File: config.mk
export PLATFORM = sky130hd
export DESIGN_NAME = isa_bus_master_flat
export DESIGN_NICKNAME = d
export VERILOG_FILES = /design/src/rtl/isa_bus_master_if.sv /design/src/rtl/isa_bus_master.sv /design/src/flat_wrapper.sv
export SDC_FILE = /design/constraint.sdc
export NUM_CORES = 1
export LEC_CHECK = 0
export BUFFER_PORTS_ARGS = -buffer_cell sky130_fd_sc_hd__buf_2
export CORE_UTILIZATION = 51
export DETAILED_ROUTE_END_ITERATION = 16
export PLACE_DENSITY = 0.8
export RECOVER_POWER = 100
export SLEW_MARGIN = 20
export SYNTH_ARGS = -nofsm -noshare
export SYNTH_HDL_FRONTEND = slang
export SYNTH_SLANG_ARGS = --single-unit
File: constraint.sdc
create_clock -name clk -period 2.3 [get_ports clk]
set_input_delay 0.115 -clock clk [delete_from_list [all_inputs] [get_ports clk]]
set_output_delay 0.115 -clock clk [all_outputs]
set_load 0.05 [all_outputs]
File: src/rtl/isa_bus_master_if.sv
// Host request/response and ISA bus signal bundle for isa_bus_master.
// The master modport is the initiator's view; slave is the host/responder side.
interface isa_bus_master_if;
  logic        req_valid;
  logic        req_ready;
  logic        req_write;
  logic        req_io;
  logic [19:0] req_addr;
  logic [7:0]  req_wdata;
  logic        rsp_valid;
  logic [7:0]  rsp_rdata;
  logic        rsp_timeout;
  logic [19:0] bus_a;
  logic [7:0]  bus_d;
  logic        bus_d_oe;
  logic [7:0]  bus_in;
  logic        bus_dir;
  logic        bus_ior_l;
  logic        bus_iow_l;
  logic        bus_memr_l;
  logic        bus_memw_l;
  logic        bus_aen;
  logic        bus_rdy;

  modport master (
    input  req_valid, req_write, req_io, req_addr, req_wdata,
    input  bus_in, bus_dir, bus_rdy,
    output req_ready, rsp_valid, rsp_rdata, rsp_timeout,
    output bus_a, bus_d, bus_d_oe, bus_ior_l, bus_iow_l, bus_memr_l, bus_memw_l, bus_aen
  );

  modport slave (
    output req_valid, req_write, req_io, req_addr, req_wdata,
    output bus_in, bus_dir, bus_rdy,
    input  req_ready, rsp_valid, rsp_rdata, rsp_timeout,
    input  bus_a, bus_d, bus_d_oe, bus_ior_l, bus_iow_l, bus_memr_l, bus_memw_l, bus_aen
  );
endinterface

File: src/rtl/isa_bus_master.sv
// ISA-style bus initiator: one outstanding request sequenced through setup,
// strobe (with bus_rdy wait states and timeout) and hold; all outputs registered.
module isa_bus_master #(
  parameter int SETUP_CYCLES  = 2,
  parameter int STROBE_CYCLES = 4,
  parameter int HOLD_CYCLES   = 1,
  parameter int RDY_TIMEOUT   = 64
) (
  input  logic              clk,
  input  logic              reset_l,
  isa_bus_master_if.master  bus
);
  localparam logic [1:0] IDLE   = 2'd0;
  localparam logic [1:0] SETUP  = 2'd1;
  localparam logic [1:0] STROBE = 2'd2;
  localparam logic [1:0] HOLD   = 2'd3;

  localparam logic [7:0] SETUP_W  = 8'(SETUP_CYCLES);
  localparam logic [7:0] STROBE_W = 8'(STROBE_CYCLES);
  localparam logic [7:0] HOLD_W   = 8'(HOLD_CYCLES);
  localparam logic [7:0] MAX_W    = 8'(STROBE_CYCLES + RDY_TIMEOUT);

  logic [1:0]  r_state;
  logic [7:0]  r_cnt;
  logic        r_write;
  logic        r_io;
  logic [7:0]  r_cap_rdata;
  logic        r_cap_to;
  logic        r_req_ready;
  logic        r_rsp_valid;
  logic [7:0]  r_rsp_rdata;
  logic        r_rsp_timeout;
  logic [19:0] r_bus_a;
  logic [7:0]  r_bus_d;
  logic        r_bus_d_oe;
  logic        r_ior_l;
  logic        r_iow_l;
  logic        r_memr_l;
  logic        r_memw_l;
  logic        r_aen;
  logic        w_rdy_end;
  logic        w_to_end;

  // Wait-state extension only honoured once the minimum strobe width is met.
  assign w_rdy_end = (r_cnt >= STROBE_W) && bus.bus_rdy;
  assign w_to_end  = (r_cnt == MAX_W);

  always_ff @(posedge clk) begin
    if (!reset_l) begin
      r_state       <= IDLE;
      r_cnt         <= '0;
      r_write       <= 1'b0;
      r_io          <= 1'b0;
      r_cap_rdata   <= '0;
      r_cap_to      <= 1'b0;
      r_req_ready   <= 1'b0;
      r_rsp_valid   <= 1'b0;
      r_rsp_rdata   <= '0;
      r_rsp_timeout <= 1'b0;
      r_bus_a       <= '0;
      r_bus_d       <= '0;
      r_bus_d_oe    <= 1'b0;
      r_ior_l       <= 1'b1;
      r_iow_l       <= 1'b1;
      r_memr_l      <= 1'b1;
      r_memw_l      <= 1'b1;
      r_aen         <= 1'b1;
    end else begin
      r_rsp_valid <= 1'b0;
      case (r_state)
        IDLE: begin
          r_req_ready <= 1'b1;
          if (r_req_ready && bus.req_valid) begin
            r_write     <= bus.req_write;
            r_io        <= bus.req_io;
            r_bus_a     <= bus.req_io ? {4'h0, bus.req_addr[15:0]} : bus.req_addr;
            r_bus_d     <= bus.req_wdata;
            r_bus_d_oe  <= bus.req_write;
            r_aen       <= 1'b0;
            r_req_ready <= 1'b0;
            r_cnt       <= 8'd1;
            r_state     <= SETUP;
          end
        end
        SETUP: begin
          if (r_cnt == SETUP_W) begin
            r_ior_l  <= !(r_io && !r_write);
            r_iow_l  <= !(r_io && r_write);
            r_memr_l <= !(!r_io && !r_write);
            r_memw_l <= !(!r_io && r_write);
            r_cnt    <= 8'd1;
            r_state  <= STROBE;
          end else begin
            r_cnt <= r_cnt + 8'd1;
          end
        end
        STROBE: begin
          if (w_rdy_end || w_to_end) begin
            r_cap_to    <= !w_rdy_end;
            r_cap_rdata <= (w_rdy_end && !r_write && bus.bus_dir) ? bus.bus_in : 8'hFF;
            r_ior_l     <= 1'b1;
            r_iow_l     <= 1'b1;
            r_memr_l    <= 1'b1;
            r_memw_l    <= 1'b1;
            r_cnt       <= 8'd1;
            r_state     <= HOLD;
          end else begin
            r_cnt <= r_cnt + 8'd1;
          end
        end
        default: begin
          if (r_cnt == HOLD_W) begin
            r_rsp_valid   <= 1'b1;
            r_rsp_rdata   <= r_cap_rdata;
            r_rsp_timeout <= r_cap_to;
            r_req_ready   <= 1'b1;
            r_bus_d_oe    <= 1'b0;
            r_aen         <= 1'b1;
            r_state       <= IDLE;
          end else begin
            r_cnt <= r_cnt + 8'd1;
          end
        end
      endcase
    end
  end

  assign bus.req_ready   = r_req_ready;
  assign bus.rsp_valid   = r_rsp_valid;
  assign bus.rsp_rdata   = r_rsp_rdata;
  assign bus.rsp_timeout = r_rsp_timeout;
  assign bus.bus_a       = r_bus_a;
  assign bus.bus_d       = r_bus_d;
  assign bus.bus_d_oe    = r_bus_d_oe;
  assign bus.bus_ior_l   = r_ior_l;
  assign bus.bus_iow_l   = r_iow_l;
  assign bus.bus_memr_l  = r_memr_l;
  assign bus.bus_memw_l  = r_memw_l;
  assign bus.bus_aen     = r_aen;
endmodule

File: src/flat_wrapper.sv
// flat-port wrapper written by rule: the top's interface ports become plain ports
module isa_bus_master_flat 
#(
  parameter int SETUP_CYCLES  = 2,
  parameter int STROBE_CYCLES = 4,
  parameter int HOLD_CYCLES   = 1,
  parameter int RDY_TIMEOUT   = 64
)
  (clk, reset_l, bus_req_valid, bus_req_write, bus_req_io, bus_req_addr, bus_req_wdata, bus_bus_in, bus_bus_dir, bus_bus_rdy, bus_req_ready, bus_rsp_valid, bus_rsp_rdata, bus_rsp_timeout, bus_bus_a, bus_bus_d, bus_bus_d_oe, bus_bus_ior_l, bus_bus_iow_l, bus_bus_memr_l, bus_bus_memw_l, bus_bus_aen);
  isa_bus_master_if bus_i ();
  input  logic clk;
  input  logic reset_l;
  input wire logic [$bits(bus_i.req_valid)-1:0] bus_req_valid;
  input wire logic [$bits(bus_i.req_write)-1:0] bus_req_write;
  input wire logic [$bits(bus_i.req_io)-1:0] bus_req_io;
  input wire logic [$bits(bus_i.req_addr)-1:0] bus_req_addr;
  input wire logic [$bits(bus_i.req_wdata)-1:0] bus_req_wdata;
  input wire logic [$bits(bus_i.bus_in)-1:0] bus_bus_in;
  input wire logic [$bits(bus_i.bus_dir)-1:0] bus_bus_dir;
  input wire logic [$bits(bus_i.bus_rdy)-1:0] bus_bus_rdy;
  output wire logic [$bits(bus_i.req_ready)-1:0] bus_req_ready;
  output wire logic [$bits(bus_i.rsp_valid)-1:0] bus_rsp_valid;
  output wire logic [$bits(bus_i.rsp_rdata)-1:0] bus_rsp_rdata;
  output wire logic [$bits(bus_i.rsp_timeout)-1:0] bus_rsp_timeout;
  output wire logic [$bits(bus_i.bus_a)-1:0] bus_bus_a;
  output wire logic [$bits(bus_i.bus_d)-1:0] bus_bus_d;
  output wire logic [$bits(bus_i.bus_d_oe)-1:0] bus_bus_d_oe;
  output wire logic [$bits(bus_i.bus_ior_l)-1:0] bus_bus_ior_l;
  output wire logic [$bits(bus_i.bus_iow_l)-1:0] bus_bus_iow_l;
  output wire logic [$bits(bus_i.bus_memr_l)-1:0] bus_bus_memr_l;
  output wire logic [$bits(bus_i.bus_memw_l)-1:0] bus_bus_memw_l;
  output wire logic [$bits(bus_i.bus_aen)-1:0] bus_bus_aen;
  assign bus_i.req_valid = bus_req_valid;
  assign bus_i.req_write = bus_req_write;
  assign bus_i.req_io = bus_req_io;
  assign bus_i.req_addr = bus_req_addr;
  assign bus_i.req_wdata = bus_req_wdata;
  assign bus_i.bus_in = bus_bus_in;
  assign bus_i.bus_dir = bus_bus_dir;
  assign bus_i.bus_rdy = bus_bus_rdy;
  assign bus_req_ready = bus_i.req_ready;
  assign bus_rsp_valid = bus_i.rsp_valid;
  assign bus_rsp_rdata = bus_i.rsp_rdata;
  assign bus_rsp_timeout = bus_i.rsp_timeout;
  assign bus_bus_a = bus_i.bus_a;
  assign bus_bus_d = bus_i.bus_d;
  assign bus_bus_d_oe = bus_i.bus_d_oe;
  assign bus_bus_ior_l = bus_i.bus_ior_l;
  assign bus_bus_iow_l = bus_i.bus_iow_l;
  assign bus_bus_memr_l = bus_i.bus_memr_l;
  assign bus_bus_memw_l = bus_i.bus_memw_l;
  assign bus_bus_aen = bus_i.bus_aen;
  isa_bus_master #(.SETUP_CYCLES(SETUP_CYCLES), .STROBE_CYCLES(STROBE_CYCLES), .HOLD_CYCLES(HOLD_CYCLES), .RDY_TIMEOUT(RDY_TIMEOUT)) u_core (.clk(clk), .reset_l(reset_l), .bus(bus_i));
endmodule
### After elaboration in Yosys (flattened, before gate mapping)

Cells that the tools add are included.

| storage, ports and cells | value |
|---|---|
| register bits | 66 |
| input bits | 43 |
| output and inout port bits | 45 |
| logic and storage cells | 93 |

| operators by class | value |
|---|---|
| add/sub/neg operators | 1 |
| $lt $le $gt $ge | 1 |
| equality and inequality tests | 9 |
| mux-type cells | 30 |
| bitwise gates (word level) | 3 |
| reductions and logical operators | 31 |

Operators with widths:

| operator | count |
|---|---|
| $mux W8 | 5 |
| $pmux W8 S3 | 1 |
| $mux W20 | 1 |
| $pmux W1 S2 | 7 |
| $mux W1 | 11 |
| $reduce_and A2 Y1 | 5 |
| $add A8 B1 Y8 const B | 1 |
| $eq A8 B1 Y1 const B | 1 |
| $eq A8 B2 Y1 const B | 1 |
| $eq A8 B7 Y1 const B | 1 |
| $ge A8 B3 Y1 const B | 1 |
| $logic_and A1 B1 Y1 | 8 |
| $mux W2 | 4 |
| $logic_not A1 Y1 | 7 |
| $ne A2 B1 Y1 const B | 3 |
| $pmux W2 S3 | 1 |
| $reduce_and A3 Y1 | 2 |
| $ne A4 B4 Y1 const B | 1 |
| $reduce_and A4 Y1 | 1 |
| $reduce_bool A2 Y1 | 2 |
| $reduce_bool A4 Y1 | 1 |
| $reduce_or A4 Y1 | 1 |
| $not A1 Y1 | 3 |
| $reduce_or A3 Y1 | 1 |
| other kinds (5) | 5 |

### Logic depth before layout (Yosys ltp)

Gate-level depths: netlist (run 1).

| logic depth | value |
|---|---|
| depth in word-level cells | 5 |
| gate-level depth with buffers | 8 |
| depth with buffers taken out | 7 |

### Worst setup path before layout (run 1)

OpenSTA, ideal clock, no wires.

| timing | value |
|---|---|
| path kind | register -> register |
| start point | register u_core.r_state[0] |
| end point | register u_core.r_cnt[0] |
| setup time | 0.123 ns |
| arrival time | 1.759 ns |
| required time | 2.177 ns |
| path slack | 0.418 ns |
| cell stages (with the launch flop) | 9 |
| buffers on the path | 1 |
| clock period less this slack | 1.882 ns |
| cells stage by stage | dfxtp_1 -> inv_1 -> ha_1 -> buf_2 -> nor3_1 -> a41oi_1 -> and3_1 -> a21oi_1 -> a21boi_1 |

| between the ends | value |
|---|---|
| cells in the longest elaborated chain, start to end | 3 |
| elaborated cells on any way between the ends | 7 |
| those cells by class | 4 x eq/ne; 1 x mux; 2 x reduce/logical |

RTL lines:

| item | line | text |
|---|---|---|
| start: declaration | isa_bus_master.sv:23 | `logic [1:0] r_state;` |
| start signal: assignment | isa_bus_master.sv:50 | `r_state <= IDLE;` |
| start signal: assignment | isa_bus_master.sv:82 | `r_state <= SETUP;` |
| start signal: assignment | isa_bus_master.sv:92 | `r_state <= STROBE;` |
| $eq A2 B1 Y1 (tied with other cells) | isa_bus_master.sv:70 | `case (r_state)` |
| $ne A4 B4 Y1 (no source line) / $ne A2 B1 Y1 (equally long branches) | n/a |  |
| $reduce_and A2 Y1 (no source line) | n/a |  |
| end signal: assignment | isa_bus_master.sv:94 | `r_cnt <= r_cnt + 8'd1;` |
| end signal: assignment | isa_bus_master.sv:108 | `r_cnt <= r_cnt + 8'd1;` |
| end signal: assignment | isa_bus_master.sv:121 | `r_cnt <= r_cnt + 8'd1;` |
| end: declaration | isa_bus_master.sv:24 | `logic [7:0] r_cnt;` |

Parallel ways exist; a longest one is shown, timed or not.
A chain may end at the register's enable or synchronous reset.

### Final worst setup path (run 1)

| timing | value |
|---|---|
| start point | register u_core.r_cnt[3] |
| end point | register u_core.r_cap_rdata[6] |

| between the ends | value |
|---|---|
| cells in the longest elaborated chain, start to end | 5 |
| elaborated cells on any way between the ends | 8 |
| those cells by class | 1 x order compare; 1 x eq/ne; 1 x mux; 5 x reduce/logical |

RTL lines:

| item | line | text |
|---|---|---|
| $ge A8 B3 Y1 | isa_bus_master.sv:45 | `assign w_rdy_end = (r_cnt >= STROBE_W) && bus.bus_rdy;` |
| $logic_and A1 B1 Y1 | isa_bus_master.sv:45 |  |
| $logic_and A1 B1 Y1 (2 in series) | isa_bus_master.sv:100 | `r_cap_rdata <= (w_rdy_end && !r_write && bus.bus_dir) ? bus.bus_in : 8'hFF;` |
| $mux W8 | isa_bus_master.sv:100 |  |
| end signal: assignment | isa_bus_master.sv:100 |  |
| end: declaration | isa_bus_master.sv:27 | `logic [7:0] r_cap_rdata;` |

Parallel ways exist; a longest one is shown, timed or not.

==> impl_metrics.toml, run 1 <==
[worst_setup_path]
arrival_ns = 2.35
cp_num_buf_inv = 0
crit_slowest_cell = "or4_1"
required_ns = 2.57
cp-start-kind = "flip-flop"
crit_chain = "or4_1 -> o211ai_2 -> and2_0 -> o221a_2"
cp_max_fo = 10
max_stage_delay_ns = 0.58
cp_top_family = "simple AND/OR/NAND/NOR gates"
critPathCaptureType = "flip-flop"
crit_type = "reg -> reg"

[timing]
finalCritPeriodShare_pct = 90.53
tightest_slew_ns = 0.6277
hold_viol = 0
finalSetupTns_ns = 0
final_max_slew_viol_count = 0
finalSetupViolations = 0
grt_setup_unrepaired = "no"
max_freq_ghz = 0.4803
finalCriticalPeriod_ns = 2.082
relSlewSlack_pct = 58.33
fin_ws_ns = 0.2179
fin_skew_ns = 0.01197
hold_ws_ns = 0.02430

[logic_synthesis]
synth_xor_area_share_pct = 1.538
synth_edf_count = 0
synthMuxAreaShare_pct = 3.866
synth_top_family_by_area = "compound AO/OA/AOI/OAI gates"
synth_warnings = 0
avgSynthCellArea_um2 = 9.306
synth_cell_types = 45
synth_compound_area_share_pct = 20.25
synth-seq-area-share_pct = 46.40
synthCells = 306
syn_area_um2 = 2848
async_flop_share_pct = 0
synth_fp_nets = 358
synthSimpleGateAreaFrac_pct = 19.82
ys_ff_latch = 66
synth_fa_ha_area_share_pct = 3.954
ys_dominant_reg_cell = "dfxtp_1"

[clock_network]
htree_levels = 3
hold_buffers = 0
root_buffer = "clkbuf_8"
clock_latency_ns = 0.33
clockBufferDepth = 2
path_clk_slew_ns = 0.08
numCtsBuffers = 9
cts_tree = "done"
cts_setup_buffers = 0
post_cts_resized = 0
cts_sinks = 66

[power]
max-vdd-ir-drop_v = 0.0006626
p_sw_w = 0.001431
switching_share_pct = 38.98
p_int_w = 0.002239
p_per_area_nw_per_um2 = 1063
p_clk_share_pct = 29.3
power_frac_seq_pct = 37.3
comb_power_share_pct = 33.4
leakagePower_nw = 1.417

[layout]
area_growth_pct = 21.22
fill_cells = 459
stdcell_area_um2 = 3452
final_common_cell = "dfxtp_1"
layout_common_cells = "66 x dfxtp_1, 62 x nand2_1, 49 x clkbuf_1"
diodes = 0
final_util_pct = 65.91
final_nets = 443
drive_above_1_share_pct = 19.44

[floorplan]
fp.dieW_um = 76.73
placementRows = 26
die_y_um = 76.73
core_um2 = 5238
initial_core_util_pct = 54.37
io_pins = 88
die-area_um2 = 5887

[min_path]
holdCritPathClass = "in -> reg"

[place]
gp_congestion = 0.8781
port_buffers = 87
place_ws_ns = 0.3021
postPlaceCellArea_um2 = 3334
dpl.hpwl_mm = 4.237

[global_route]
grt_antenna_before_repair = 0
grt_start_max_net_pins = 32
grt_pass1_wl_mm = 10.04
overflow = 0
grt.total_usage_pct = 21.16
grt_pass1_vias = 2291

[status]
status = "complete, no violations"

[drt]
remaining_drc_errors = 0
viasPerCell = 5.219
firstDrtPassIters = 4
wl_per_cell_um = 12.84
drt_iter0_drc = 105
final_antenna_net_count = 0
wl_mm = 5.983
vias = 2432

[flow_run]
maxCapViolations = 0
[synth_stat cells (3+ instances only)]
master / n / area (µm²)
dfxtp_1: 66 / 1321
nand2_1: 62 / 232.7
a21boi_0: 32 / 240.2
nor2_1: 13 / 48.80
nor2b_1: 13 / 81.33
clkbuf_1: 11 / 41.29
mux2i_1: 11 / 110.1
ha_1: 9 / 112.6
o221a_2: 9 / 101.4
inv_1: 8 / 30.03
nand3_1: 7 / 35.03
nand4_1: 6 / 37.54
o21ai_0: 5 / 25.02
a21oi_1: 4 / 20.02
and3_1: 4 / 25.02
buf_2: 4 / 20.02
nand3b_1: 4 / 30.03
xor2_1: 4 / 35.03
buf_1: 3 / 11.26
[per-layer routing]
layer | vias up | global-route usage, % | routed length, µm
met5 | - | 0 | 0
met4 | 0 | 9.038 | 82
met3 | 9 | 5.714 | 400
met2 | 80 | 34.73 | 2696
met1 | 1111 | 25.98 | 2803
li1 | 1232 | - | -
[worst paths after layout]
kind	cells past startpoint	from	slack, ns	endpoint
max	4	u_core.r_cnt[3]$_SDFFE_PN0P_	0.22	u_core.r_cap_rdata[6]$_SDFFE_PN0P_
min	3	bus_req_wdata[4]	0.02	u_core.bus.bus_d[4]$_SDFFE_PN0P_
max reg2reg	4	u_core.r_cnt[3]$_SDFFE_PN0P_	0.22	u_core.r_cap_rdata[6]$_SDFFE_PN0P_
min reg2reg	2	u_core.bus.bus_a[18]$_SDFFE_PN0P_	0.46	u_core.bus.bus_a[18]$_SDFFE_PN0P_
[per-stage QoR]
step	cells	power, W
CTS	466	0.003751
finish	466	0.003670
detailed placement	450	0.002683
global placement	450	0.002652
floorplan	306	0.002364
global route	466	0.003871
[cells by family (layout without fill, tap and decap cells)]
family | Yosys count | in the layout
compound gates | 69 | 69
fa+ha+maj | 9 | 9
simple gates | 118 | 118
buf+inv | 28 | 118
mux | 11 | 11
flops | 66 | 66
xor+xnor | 5 | 5
[worst min-delay path, stage by stage]
cell and delay, ns:
buf_2 0.09, nand2_1 0.04, a21boi_0 0.06
[flip-flops by register name (all words and copies together), names as in the netlist]
signal and flops:
u_core.bus.rsp_timeout 1, u_core.bus.bus_iow_l 1, u_core.bus.bus_d 8, u_core.bus.bus_d_oe 1, u_core.bus.bus_a 20, u_core.r_cap_rdata 8, u_core.r_cnt 8, u_core.r_state 2
u_core.bus.bus_ior_l 1, u_core.r_io 1, u_core.bus.req_ready 1, u_core.bus.rsp_rdata 8, u_core.bus.bus_aen 1, u_core.bus.rsp_valid 1, u_core.bus.bus_memr_l 1, u_core.r_write 1
u_core.r_cap_to 1, u_core.bus.bus_memw_l 1
[cell type report]
class / instances / area [µm²] / share of cell area (%)
clock inverters: 5 / 86.33 / 2.501
clock buffers: 11 / 131.4 / 3.806
multi-input cells: 212 / 1376 / 39.87
flip-flops and latches: 66 / 1321 / 38.27
well taps: 70 / 87.58 / 2.537
repair buffers: 94 / 419.2 / 12.14
inverters: 8 / 30.03 / 0.8699
[power by group through the flow]
stage	combinational (W)	sequential, W	clock, W
floorplan	0.000629	0.00173	0
global placement	0.00127	0.00139	0
CTS	0.00129	0.00137	0.00109
global route	0.00134	0.00139	0.00114
finish	0.00123	0.00137	0.00107
detailed placement	0.00129	0.00139	0
No activity file was read; power rests on OpenSTA's default activity.
==> inputs of run 2 (changes only) <==
--- a/config.mk
+++ b/config.mk
@@ -8,5 +8,5 @@
 export BUFFER_PORTS_ARGS = -buffer_cell sky130_fd_sc_hd__buf_2
-export CORE_UTILIZATION = 51
+export CORE_UTILIZATION = 45
 export DETAILED_ROUTE_END_ITERATION = 16
-export PLACE_DENSITY = 0.8
+export PLACE_DENSITY = 0.72
 export RECOVER_POWER = 100
--- a/constraint.sdc
+++ b/constraint.sdc
@@ -3,2 +3,2 @@
 set_output_delay 0.115 -clock clk [all_outputs]
-set_load 0.05 [all_outputs]
+set_load 0.005 [all_outputs]
==> run 2 against run 1 <==
Compared with the run above: first-iteration DRC count is 9.5% lower; via count is 0.12% higher; register-to-register slack worse by 0.05 ns; highest routed layer unchanged.
==> impl_metrics.toml, run 2 (synthesis results as in run 1) <==
[timing]
finalSetupViolations = 0
finalCritPeriodShare_pct = 92.51
max_freq_ghz = 0.4700
finalCriticalPeriod_ns = 2.128
relSlewSlack_pct = 59.99
grt_setup_unrepaired = "no"
tightest_slew_ns = 0.5998
fin_skew_ns = 0.01446
finalSetupTns_ns = 0
hold_viol = 0
final_max_slew_viol_count = 0

[worst_setup_path]
crit_slowest_cell = "or4_4"
cp-start-kind = "flip-flop"
cp_max_fo = 10
reg2reg_slack_ns = 0.17
required_ns = 2.57
max_stage_delay_ns = 0.55
critPathCaptureType = "flip-flop"
crit_chain = "or4_4 -> o211ai_2 -> and2_0 -> o31ai_1 -> a21boi_0"
crit_type = "reg -> reg"
arrival_ns = 2.40

[layout]
regArea_um2 = 1321
diodes = 0
final_common_cell = "dfxtp_1"
stdcell_area_um2 = 3497
final_nets = 443
layout_common_cells = "66 x dfxtp_1, 62 x nand2_1, 60 x buf_2"
drive_above_1_share_pct = 24.49
fill_cells = 583
area_growth_pct = 22.80
largest_register_ffs = 20
multi_input_area_um2 = 1389

[flow_run]
maxCapViolations = 0

[global_route]
grt_pass1_wl_mm = 9.963
overflow = 0
grt_start_max_net_pins = 32
grt.total_usage_pct = 19.52
grt_antenna_before_repair = 0
grt_pass1_vias = 2218

[power]
p_per_area_nw_per_um2 = 965.0
max-vdd-ir-drop_v = 0.0005376
leakagePower_nw = 1.497

[status]
status = "complete, no violations"

[drt]
vias = 2435
firstDrtPassIters = 4
viasPerCell = 5.170
drt_iter0_drc = 95
remaining_drc_errors = 0
final_antenna_net_count = 0
wl_mm = 6.146
wl_per_cell_um = 13.05

[floorplan]
core_um2 = 6026
die-area_um2 = 6650
fp.dieW_um = 81.55
placementRows = 28
die_y_um = 81.55
initial_core_util_pct = 47.26
io_pins = 88

[clock_network]
clockBufferDepth = 2
root_buffer = "clkbuf_8"
clock_latency_ns = 0.35
post_cts_resized = 0
numCtsBuffers = 9
cts_sinks = 66
cts_tree = "done"
path_clk_slew_ns = 0.08
cts_setup_buffers = 0
hold_buffers = 0
htree_levels = 3

[place]
postPlaceCellArea_um2 = 3341
port_buffers = 87
dpl.hpwl_mm = 4.338
gp_congestion = 0.8520

[min_path]
holdCritPathClass = "in -> reg"
-- run 2: cell count changes in the layout (fill, tap and decap cells not counted), sizes merged --
cell	delta
clkbuf	-18
clkinv	+1
buf	+17
-- run 2: area by class of cell --
cell class | count | share of cell area, %
clock buffers | 10 | 3.936
clock inverters | 6 | 2.504
inverters | 8 | 0.8587
multi-input cells | 212 | 39.71
flip-flops and latches | 66 | 37.78
well taps | 75 | 2.683
repair buffers | 94 | 12.52
-- run 2: worst max-delay path, delay by kind of cell, from the launching register on --
family,cells,cell delay (ns)
simple gates,2,1.10
compound gates,3,0.59
flops,1,0.37
-- run 2: layer usage --
metal | up-vias | wire, µm | global-route usage (%)
met5 | - | 0 | 0
met4 | 0 | 89 | 9.107
met1 | 1100 | 2945 | 25.34
met2 | 95 | 2674 | 29.83
li1 | 1232 | - | -
met3 | 8 | 438 | 5.444
-- run 2: final timing paths --
check / end / from / cells past startpoint
hold / removal: u_core.bus.bus_a[15]$_SDFFE_PN0P_ / bus_req_addr[15] / 3
hold reg to reg: u_core.bus.bus_d[2]$_SDFFE_PN0P_ / u_core.bus.bus_d[2]$_SDFFE_PN0P_ / 2
setup reg to reg: u_core.r_cnt[0]$_SDFFE_PN0P_ / u_core.r_cnt[3]$_SDFFE_PN0P_ / 5
setup / recovery: u_core.r_cnt[0]$_SDFFE_PN0P_ / u_core.r_cnt[3]$_SDFFE_PN0P_ / 5
-- run 2: report_power, final --
group / internal [W] / switching [W] / leakage, nW
Sequential: 0.00127 / 0.0000950 / 0.535
Clock: 0.000644 / 0.000464 / 0.117
Combinational: 0.000358 / 0.000540 / 0.844
Total: 0.00228 / 0.00110 / 1.50
-- run 2: per-stage QoR --
step                      hold slack, ns  setup slack, ns  std cells  utilization, %  power, W
after global routing             0.01256          0.07229        471           58.04  0.003586
after floorplan                   0.2599           0.4181        306               -  0.002020
after CTS                       0.001720           0.2916        471           59.18  0.003450
final                            0.01203           0.1722        471           58.04  0.003375
after global placement            0.3653           0.3809        455           55.44  0.002320
after detailed placement          0.3727           0.3197        455           55.44  0.002342
==> inputs of run 3 (changes only) <==
--- a/config.mk
+++ b/config.mk
@@ -10,2 +10,3 @@
 export DETAILED_ROUTE_END_ITERATION = 16
+export GPL_TIMING_DRIVEN = 0
 export PLACE_DENSITY = 0.72
==> constraint.sdc (replaced) <==
create_clock -name clk -period 2.3 [get_ports clk]
set_input_delay 0 -clock clk [delete_from_list [all_inputs] [get_ports clk]]
set_output_delay 0 -clock clk [all_outputs]
set_load 0.005 [all_outputs]
==> run 3 against run 2 <==
Compared with the run above: combinational power rose by 9.6%; count of clock-buffer cells in the layout rose by 2; first-iteration DRC count rose by 24%; fmax rose by 1.6%; critical path type unchanged; critical endpoint is now u_core.r_cnt[4]$_SDFFE_PN0P_.
==> impl_metrics.toml, run 3 (synthesis results as in run 1) <==
[worst_setup_path]
required_ns = 2.49
max_stage_delay_ns = 0.58
worstRegToRegCells = 5
crit_chain = "nor4_2 -> a31o_2 -> o21ai_2 -> o31ai_2 -> nor2_1"
arrival_ns = 2.29
reg2reg_slack_ns = 0.20
cp_num_buf_inv = 0
reg2reg_from = "u_core.r_cnt[3]$_SDFFE_PN0P_"
cp_max_fo = 7
cp_top_family = "compound AO/OA/AOI/OAI gates"
cp-start-kind = "flip-flop"
crit_slowest_cell = "nor4_2"
crit_type = "reg -> reg"
critPathCaptureType = "flip-flop"
r2r_end = "u_core.r_cnt[4]$_SDFFE_PN0P_"

[drt]
wl_mm = 7.227
wl_per_cell_um = 13.92
vias = 2656
firstDrtPassIters = 4
drt_iter0_drc = 118
remaining_drc_errors = 0
viasPerCell = 5.118
final_antenna_net_count = 0

[layout]
diodes = 0
layout_common_cells = "66 x dfxtp_1, 62 x nand2_1, 58 x buf_2"
final_common_cell = "dfxtp_1"
largest_register_ffs = 20
area_growth_pct = 36.51
final_nets = 493
final_util_pct = 64.51
drive_above_1_share_pct = 21.62

[timing]
final_max_slew_viol_count = 0
max_freq_ghz = 0.4773
finalSetupViolations = 0
relSlewSlack_pct = 55.22
tightest_slew_ns = 0.6717
finalCritPeriodShare_pct = 91.09
finalSetupTns_ns = 0
fin_skew_ns = 0.01255
finalCriticalPeriod_ns = 2.095
grt_setup_unrepaired = "no"
hold_viol = 0

[clock_network]
path_clk_slew_ns = 0.06
root_buffer = "clkbuf_8"
cts_sinks = 66
clock_latency_ns = 0.33
clockBufferDepth = 2
cts_tree = "done"
numCtsBuffers = 9
htree_levels = 3

[min_path]
worstHoldStart = "reset_l"
worstHoldEndpoint = "u_core.bus.bus_aen$_SDFFE_PN1P_"
holdCritPathClass = "in -> reg"
hold_depth = 2

[floorplan]
die-area_um2 = 6650
core_um2 = 6026
placementRows = 28
die_y_um = 81.55
initial_core_util_pct = 47.26
fp.dieW_um = 81.55
io_pins = 88

[power]
leakagePower_nw = 1.631
max-vdd-ir-drop_v = 0.0004471
p_per_area_nw_per_um2 = 833.2

[global_route]
use_met3_pct = 7.333
top_usage_layer = "met2"
grt_start_max_net_pins = 11
overflow = 0
grt_pass1_vias = 2598
grt_pass1_wl_mm = 11.56
use_met2_pct = 41.08
grtUsageMet1_pct = 25.98
grt.total_usage_pct = 23.07
grt_antenna_before_repair = 0

[place]
gp_congestion = 0.8054
port_buffers = 86
dpl.hpwl_mm = 4.761

[flow_run]
maxCapViolations = 0

[status]
status = "complete, no violations"
-- run 3: cell types whose count changed in the layout (fill, tap and decap cells not counted), sizes merged --
| cell | before | now |
|---|---|---|
| clkinv | 2 | 1 |
| inv | 10 | 8 |
| buf | 62 | 61 |
| clkbuf | 42 | 57 |
| bufinv | 2 | 0 |
| clkinvlp | 0 | 1 |
| dlygate4sd3 | 0 | 38 |
-- run 3: area by class of cell --
type	instances	area, µm²
Clock inverter	2	12.51
Tap cell	75	93.84
Timing Repair Buffer	124	773.2
Multi-Input combinational cell	212	1404
Sequential cell	66	1321
Fill cell	511	2138
Clock buffer	12	165.2
Buffer	20	87.58
Inverter	8	30.03
-- run 3: through the flow --
step	hold WS, ns	total power, W	area, µm²	setup WS [ns]	instances
global placement	0.2494	0.002311	3372	0.1857	467
global route	0.04261	0.003463	3887	0.05663	519
CTS	0.02572	0.003276	3930	0.1737	519
finish	0.04140	0.003239	3887	0.2049	519
floorplan	0.1449	0.002020	2848	0.4181	306
detailed placement	0.2590	0.002346	3372	0.1823	467
-- run 3: what timing repair did --
item                       CTS  global route
gates resized for setup      0             1
hold buffers                38             0
setup endpoints to repair    0             3
hold endpoints to repair    39             0
buffers inserted             0             0
-- run 3: worst max-delay path by stage --
stage / startpoint / endpoint / slack [ns] / cells past startpoint
2_1_floorplan: u_core.r_state[0]$_SDFFE_PN0P_ / u_core.r_cnt[0]$_SDFFE_PN0P_ / 0.42 / 8
4_1_cts: u_core.r_state[0]$_SDFFE_PN0P_ / u_core.r_cnt[0]$_SDFFE_PN0P_ / 0.17 / 8
6_report: u_core.r_cnt[3]$_SDFFE_PN0P_ / u_core.r_cnt[4]$_SDFFE_PN0P_ / 0.20 / 5
3_3_place_gp: u_core.r_state[0]$_SDFFE_PN0P_ / u_core.r_cnt[0]$_SDFFE_PN0P_ / 0.19 / 8
5_1_grt: u_core.r_state[0]$_SDFFE_PN0P_ / u_core.r_cnt[5]$_SDFFE_PN0P_ / 0.06 / 7
3_5_place_dp: u_core.r_state[0]$_SDFFE_PN0P_ / u_core.r_cnt[0]$_SDFFE_PN0P_ / 0.18 / 8
-- run 3: where the power goes --
part	total [W]	internal [W]	switching [W]	leakage [nW]
clock network	0.000880	0.000466	0.000414	0.0903
logic	0.000984	0.000405	0.000579	1.01
registers	0.00138	0.00127	0.000101	0.535
total	0.00324	0.00215	0.00109	1.63
-- run 3: layer usage --
metal / up-vias / wire [µm]
li1: 1334 / -
met1: 1230 / 3129
met2: 86 / 3578
met3: 6 / 449
met4: 0 / 69
met5: - / 0
-- run 3: worst register-to-register path, delay by kind of cell (launching register included) --
kind	cells	cell delay (ns)
flops	1	0.37
simple gates	2	0.68
compound gates	3	0.91
